$ cat config.mk
export PLATFORM = sky130hd
export DESIGN_NAME = fetch_queue
export DESIGN_NICKNAME = d
export VERILOG_FILES = /design/src/rtl/fetch_queue.sv
export SDC_FILE = /design/constraint.sdc
export NUM_CORES = 1
export LEC_CHECK = 0
export BUFFER_PORTS_ARGS = -buffer_cell sky130_fd_sc_hd__buf_2
export CORE_MARGIN = 1.5
export CORE_UTILIZATION = 53
export CTS_BUF_LIST = sky130_fd_sc_hd__clkbuf_16
export DETAILED_ROUTE_END_ITERATION = 8
export PLACE_DENSITY = 0.7
export SETUP_SLACK_MARGIN = 0.3
export SLEW_MARGIN = 10
export SYNTH_ARGS = -nofsm -noshare
export SYNTH_HDL_FRONTEND = slang
export SYNTH_SLANG_ARGS = --single-unit
$ cat constraint.sdc
create_clock -name clk -period 4.6 [get_ports clk]
set_clock_uncertainty 0.05 [all_clocks]
set_input_delay 0.46 -clock clk [delete_from_list [all_inputs] [get_ports clk]]
set_output_delay 0.46 -clock clk [all_outputs]
set_load 0.05 [all_outputs]
$ cat src/rtl/fetch_queue.sv
// -----------------------------------------------------------------------------
// fetch_queue
//   Decoupling FIFO between the fetch and decode stages. Fetch pushes
//   {inst_F, pc_plus4_F} pairs and decode pops them as {inst_D, pc_plus4_D}.
//   A decode stall therefore back-pressures fetch through in_ready instead of
//   freezing the PC register directly. A flush (taken branch / redirect)
//   discards every queued entry.
//
// Handshake: a transfer happens on a rising edge where valid && ready.
//   in_ready  = !full  and out_valid = !empty. Both depend only on the
//   registered pointers, never on in_valid/out_ready, so no combinational
//   paths run from either handshake input to either handshake output.
//
// Ports:
//   clk          core clock, rising edge
//   reset        synchronous, active-low reset (beats flush, push and pop)
//   in_valid     fetch offers an entry
//   in_ready     queue can accept an entry (!full)
//   inst_F       instruction word from fetch
//   pc_plus4_F   PC+4 of that instruction
//   flush        discard all entries at the next edge; push/pop ignored
//   out_valid    head entry presented (!empty)
//   out_ready    decode consumes the head entry
//   inst_D       head instruction, 0 (NOP) while empty
//   pc_plus4_D   head PC+4, 0 while empty
//   count        current occupancy
//
// Optional build macro FETCH_QUEUE_STATS_EN adds:
//   stall_cycles     cycles with in_valid && !in_ready (saturating)
//   flushed_entries  entries discarded by flushes, including a push offered
//                    in the flush cycle (saturating)
// -----------------------------------------------------------------------------
module fetch_queue #(
  parameter int DEPTH = 4,
  parameter int N     = 32
) (
  input  logic                     clk,
  input  logic                     reset,
  input  logic                     in_valid,
  output logic                     in_ready,
  input  logic [N-1:0]             inst_F,
  input  logic [N-1:0]             pc_plus4_F,
  input  logic                     flush,
  output logic                     out_valid,
  input  logic                     out_ready,
  output logic [N-1:0]             inst_D,
  output logic [N-1:0]             pc_plus4_D,
  output logic [$clog2(DEPTH):0]   count
`ifdef FETCH_QUEUE_STATS_EN
  ,
  output logic [31:0]              stall_cycles,
  output logic [31:0]              flushed_entries
`endif
);

  localparam int AW = $clog2(DEPTH);

  // Pointers carry one extra wrap bit so full and empty are distinguishable.
  logic [AW:0]   r_wr_ptr;
  logic [AW:0]   r_rd_ptr;
  logic [N-1:0]  r_mem_inst [DEPTH];
  logic [N-1:0]  r_mem_pc   [DEPTH];

  logic          w_full;
  logic          w_empty;
  logic          w_push;
  logic          w_pop;
  logic [AW-1:0] w_wr_idx;
  logic [AW-1:0] w_rd_idx;

  assign w_wr_idx = r_wr_ptr[AW-1:0];
  assign w_rd_idx = r_rd_ptr[AW-1:0];
  assign w_empty  = (r_wr_ptr == r_rd_ptr);
  assign w_full   = (r_wr_ptr[AW] != r_rd_ptr[AW]) && (w_wr_idx == w_rd_idx);

  assign in_ready  = !w_full;
  assign out_valid = !w_empty;
  assign w_push    = in_valid && in_ready;
  assign w_pop     = out_valid && out_ready;
  assign count     = r_wr_ptr - r_rd_ptr;

  // Empty forces a NOP onto the decode side so stale storage never leaks.
  assign inst_D     = w_empty ? '0 : r_mem_inst[w_rd_idx];
  assign pc_plus4_D = w_empty ? '0 : r_mem_pc[w_rd_idx];

  always_ff @(posedge clk) begin
    if (!reset) begin
      r_wr_ptr <= '0;
      r_rd_ptr <= '0;
    end else if (flush) begin
      r_wr_ptr <= '0;
      r_rd_ptr <= '0;
    end else begin
      if (w_push) r_wr_ptr <= r_wr_ptr + 1'b1;
      if (w_pop)  r_rd_ptr <= r_rd_ptr + 1'b1;
    end
  end

  // Storage is not reset; contents are masked by empty after reset/flush.
  always_ff @(posedge clk) begin
    if (reset && !flush && w_push) begin
      r_mem_inst[w_wr_idx] <= inst_F;
      r_mem_pc[w_wr_idx]   <= pc_plus4_F;
    end
  end

`ifdef FETCH_QUEUE_STATS_EN
  logic [32:0] w_flush_sum;

  // Widened sum so saturation can be detected from the carry bit.
  assign w_flush_sum = {1'b0, flushed_entries}
                     + {{(33-AW-1){1'b0}}, count}
                     + {32'd0, in_valid};

  always_ff @(posedge clk) begin
    if (!reset) begin
      stall_cycles    <= '0;
      flushed_entries <= '0;
    end else begin
      if (in_valid && !in_ready && (stall_cycles != 32'hFFFF_FFFF))
        stall_cycles <= stall_cycles + 32'd1;
      if (flush)
        flushed_entries <= w_flush_sum[32] ? 32'hFFFF_FFFF : w_flush_sum[31:0];
    end
  end
`endif

endmodule

==> flow_summary.yaml, run 1 <==
run_status:
  outcome: "complete, no violations"
min_path:
  hold_class: "input pin to register"
yosys:
  synth-async-reset-ratio_pct: 0
  synthFlopType: "edfxtp_1"
  synth_common_cells: "edfxtp_1 (256), nor2b_1 (61), mux4_1 (51), mux4_2 (13), buf_6 (12)"
  synth_area_um2: 10450
  synthCells: 465
  yosysUniqueCellTypes: 33
  ys_seq_elements: 264
  synth-edff-count: 256
  synth-seq-area-share_pct: 75.10
  yosysMostFrequentCell: "edfxtp_1"
  yosys.area.top_type: "edfxtp_1"
  netlist.area_leader.share_pct: 73.56
  yosys_warnings: 0
  synth_area_leaders: "edfxtp_1 (74%), mux4_1 (13%), nor2b_1 (3.7%), mux4_2 (2.8%), dfxtp_1 (1.5%)"
  synth_nets: 542
  syn_avg_cell_area_um2: 22.47
clock_tree:
  cts_hold_buf: 0
  clk_pin_slew_ps: 60
  cts_buffer_depth: 3
  post_cts_resized: 0
  htree_levels: 1
  cts_tree: "done"
  numCtsBuffers: 27
  cts_setup_buffers: 0
  insertion_delay_ps: 510
  clkSinkCount: 264
  cts-root-buf: "clkbuf_16"
power:
  p_total_mw: 5.080
  p_leak_nw: 4.234
  p_per_area_nw_per_um2: 415.3
  ir_worst_vdd_mv: 0.3796
placed_design:
  port_buffers: 137
  dp_worst_setup_slack_ps: 1522
  dp_hpwl_mm: 10.34
  gp_congestion: 0.6953
finish:
  synthToLayoutAreaGrowth_pct: 17.04
  finalNetCount: 690
  multiInputGateArea_um2: 2415
  regArea_um2: 7853
  drive_gt1_share_pct: 32.49
  nFillCells: 1416
sta:
  finalCriticalPeriod_ps: 3297
  fin_crit_sh_pct: 71.67
  tightest_slew_ps: 1057
  finalSetupViolations: 0
  layout_setup_ws_ps: 1303
  max_freq_mhz: 303.3
  hold_viol: 0
  slew_headroom_pct: 29.50
  maxSlewViolCount: 0
  fin_setup_tns_ps: 0
  rsz0062_at_grt: "false"
detailed_routing:
  drt_iter0_markers: 359
  wl_mm: 18.49
  vias_per_cell: 5.456
  vias: 4916
  drc: 0
  wire_per_inst_um: 20.52
  drtPass1Iterations: 4
  ant_nets: 0
job:
  maxCapViolCount: 0
die:
  die-area_um2: 20570
  io_pins: 138
  row_count: 51
  initial_utilization_pct: 53.87
  fp.dieH_um: 143.4
  die_w_um: 143.4
  coreArea_um2: 19400
worst_setup_path:
  path_cells: "inv_1 -> ha_1 -> nand2_1 -> nor2_4 -> buf_4 -> nor2b_1 -> buf_2"
  cp_slowest_cell: "buf_4"
  criticalPathCategory: "register to primary output"
  cp_data_arrival_time_ps: 2790
  cp_slowest_stage_delay_ps: 640
  start_kind: "register"
  worstPathRequired_ps: 4090
  crit_path_max_fanout: 66
  endpoint_kind: "primary output"
  cpLargestDelayFamily: "buffers and inverters"
  worst-path-buf-inv: 3
global_routing:
  antenna_found_initial: 4
  overflow: 0
  grt_pass1_wl_mm: 28.21
  grt_pass1_vias: 5119
  grt_max_degree: 67
  track_usage_pct: 18.35
==> metal layers <==
metal  share of wire (%)  up-vias  track usage, %
li1                    -     2241               -
met1                  42     2499           24.40
met2                  50      138           30.64
met3                 5.5       34           4.132
met4                 2.5        4           5.478
met5                0.11        -               0
==> report_power, final <==
group | internal, mW | switching [mW] | total [mW]
clock | 1.24 | 0.867 | 2.11
combinational | 0.0878 | 0.212 | 0.300
sequential | 2.66 | 0.00935 | 2.67
==> area by class of cell <==
cell class / instances / share of cell area [%]
tap: 265 / 2.711
antenna: 2 / 0.04092
clock buffer: 27 / 5.524
sequential: 264 / 64.20
timing repair buffer: 141 / 5.852
multi-input combinational: 170 / 19.74
clock inverter: 23 / 1.647
inverter: 9 / 0.2762
==> cell usage in the layout, fill, tap and decap left out, types with 7 or more instances in the layout <==
cell       synthesis  layout
ha_1               7       7
clkbuf_16          0      27
inv_1              9      12
nor2b_1           61      61
mux4_1            51      51
mux4_2            13      13
edfxtp_1         256     256
buf_2              6     137
==> state kept, by name, summed over array words and instances (netlist names), named ones only <==
name        cells
r_mem_inst    128
r_mem_pc      128
r_rd_ptr        3
r_wr_ptr        3
==> through the flow <==
step	area (um2)	cells	util, %	hold slack [ps]
2_1_floorplan	10450	465	-	420.1
3_3_place_gp	11350	849	58.50	442.8
3_5_place_dp	11350	849	58.50	484.5
4_1_cts	12230	899	63.02	74.88
5_1_grt	12230	900	63.04	81.69
6_report	12230	901	63.05	91.88
==> path summary, 6_finish.rpt <==
check              startpoint                end  slack [ps]  cells after the start
setup / recovery  r_wr_ptr[0]     pc_plus4_D[31]        1300                      7
hold / removal     inst_F[11]  r_mem_inst[1][11]          90                      1
setup reg to reg  r_wr_ptr[0]   r_mem_inst[1][1]        1500                      5
hold reg to reg   r_rd_ptr[0]           register         480                      2
==> worst reg2reg max path, cell delays in order, from the launching register on <==
cell and delay, ps:
dfxtp_1 400, inv_1 120, ha_1 340, and2_1 200, a21boi_0 550, and3_4 910
==> kinds of logic (layout without fill, tap and decap cells) <==
| kind of cell | count (synthesis) | in the layout | share of synthesized area (%) |
|---|---|---|---|
| adders and majority gates | 8 | 8 | 1.030 |
| xor gates and xnor gates | 3 | 3 | 0.2515 |
| buffers and inverters | 31 | 200 | 2.059 |
| and+or+nand+nor | 80 | 80 | 4.789 |
| muxes | 66 | 66 | 15.82 |
| DFF | 264 | 264 | 75.10 |
| AOI/OAI and AO/OA | 13 | 13 | 0.9577 |
| other | 0 | 2 | 0 |
Note: power is estimated with default switching activity, not from simulation.
==> inputs of run 2 (changes only) <==
- clock period: 4.6 -> 3.1 ns (I/O delays scaled with it)
==> flow_summary.yaml, run 2 (synthesis results as in run 1) <==
clock_tree:
  htree_levels: 1
  cts_buffer_depth: 3
  numCtsBuffers: 26
  cts-root-buf: "clkbuf_16"
  clk_pin_slew_ps: 60
  insertion_delay_ps: 520
  cts_tree: "done"
  clkSinkCount: 264
finish:
  final_common_cell: "edfxtp_1"
  drive_gt1_share_pct: 30.20
  fin_area_um2: 13050
  finalNetCount: 769
  antenna_cells: 0
  layout_common_cells: "edfxtp_1 (256), buf_2 (135), dlygate4sd3_1 (64)"
  synthToLayoutAreaGrowth_pct: 24.87
  reg_top3: "r_mem_inst: 128 flops, r_mem_pc: 128 flops"
  nFillCells: 1298
worst_setup_path:
  endpoint_kind: "primary output"
  cp_data_arrival_time_ps: 2350
  critical_path.endpoint: "inst_D[0]"
  reg2reg_setup_slack_ps: 510
  r2r-end: "r_mem_inst[1][7]"
  crit_path_max_fanout: 14
  start_kind: "register"
  regToRegStartpoint: "r_wr_ptr[0]"
  worstPathRequired_ps: 2740
  crit_path_start: "r_wr_ptr[0]"
  ff2ff_path_depth: 6
  criticalPathCategory: "register to primary output"
sta:
  finalSetupViolations: 0
  hold_viol: 0
  fin_crit_sh_pct: 87.52
  tightest_slew_ps: 541.9
  fin_setup_tns_ps: 0
  slew_headroom_pct: 63.87
  max_freq_mhz: 368.6
  maxSlewViolCount: 0
  finalCriticalPeriod_ps: 2713
  rsz0062_at_grt: "false"
detailed_routing:
  ant_nets: 0
  vias_per_cell: 5.453
  wire_per_inst_um: 20.49
  drc: 0
  wl_mm: 20.02
  vias: 5328
  drt_iter0_markers: 318
  drtPass1Iterations: 4
min_path:
  hold_class: "input pin to register"
global_routing:
  track_usage_pct: 20.10
  overflow: 0
  grt_pass1_wl_mm: 30.85
  antenna_found_initial: 0
  grt_max_degree: 45
  grt_pass1_vias: 5482
die:
  initial_utilization_pct: 53.87
  fp.dieH_um: 143.4
  coreArea_um2: 19400
  io_pins: 138
  die-area_um2: 20570
  row_count: 51
  die_w_um: 143.4
placed_design:
  dp_hpwl_mm: 11.85
  gp_congestion: 0.7924
  port_buffers: 137
  place_area_um2: 11570
run_status:
  outcome: "complete, no violations"
power:
  p_leak_nw: 4.631
  ir_worst_vdd_mv: 0.5328
  p_per_area_nw_per_um2: 560.1
job:
  maxCapViolCount: 0
run 2: how the worst min path moves through the flow:
stage,from,endpoint,slack (ps),depth (start not counted)
after floorplan,inst_F[0],r_mem_inst[0][0],360,0
after global routing,out_ready,register,80,3
after global placement,r_wr_ptr[0],r_wr_ptr[0],440,2
after detailed placement,inst_F[11],r_mem_inst[1][11],470,1
final,out_ready,register,100,3
after CTS,out_ready,register,70,3
run 2: repair_timing:
action,4_1_cts,5_1_grt
hold buffers,64,0
buffers inserted,2,0
pin swaps,1,1
endpoints found under the hold margin,256,0
gates cloned,1,0
endpoints found under the setup margin,55,177
resized for setup,2,3
run 2: cell type report:
class                      instances  area, um2  share of cell area [%]
inverter                           9      33.78                  0.2589
clock inverter                    21      85.08                  0.6520
timing repair buffer             221       1652                   12.66
tap                              265      331.6                   2.541
multi-input combinational        170       2417                   18.53
sequential                       264       7854                   60.19
clock buffer                      27      675.6                   5.178
run 2: through the flow:
| step | setup slack [ps] | instances | util (%) | power [mW] | hold WS (ps) |
|---|---|---|---|---|---|
| final | 387.0 | 977 | 67.27 | 7.308 | 100.7 |
| after global routing | 312.4 | 977 | 67.27 | 7.567 | 82.38 |
| after CTS | 320.8 | 977 | 67.25 | 7.377 | 67.60 |
| after detailed placement | 372.9 | 862 | 59.65 | 4.514 | 475.0 |
| after global placement | 498.0 | 862 | 59.65 | 4.500 | 444.8 |
| after floorplan | 418.2 | 465 | - | 4.343 | 358.9 |
run 2: power by group:
group / switching [mW] / internal [mW]
clock: 1.23 / 1.56
sequential: 0.0121 / 3.95
combinational: 0.342 / 0.213
total: 1.59 / 5.72
run 2: metal layers:
layer	vias up	part of all wire [%]	GRT usage (%)
met2	183	51	33.27
met5	-	0	0
li1	2398	-	-
met4	0	2.0	5.585
met3	36	5.4	3.732
met1	2711	42	27.74
run 2: critical path, cell delays in order (launching register included):
cell,delay (ps)
dfxtp_2,370
inv_1,100
ha_1,350
nand2_2,160
nor2_4,90
buf_12,190
nor2b_1,250
buf_2,320
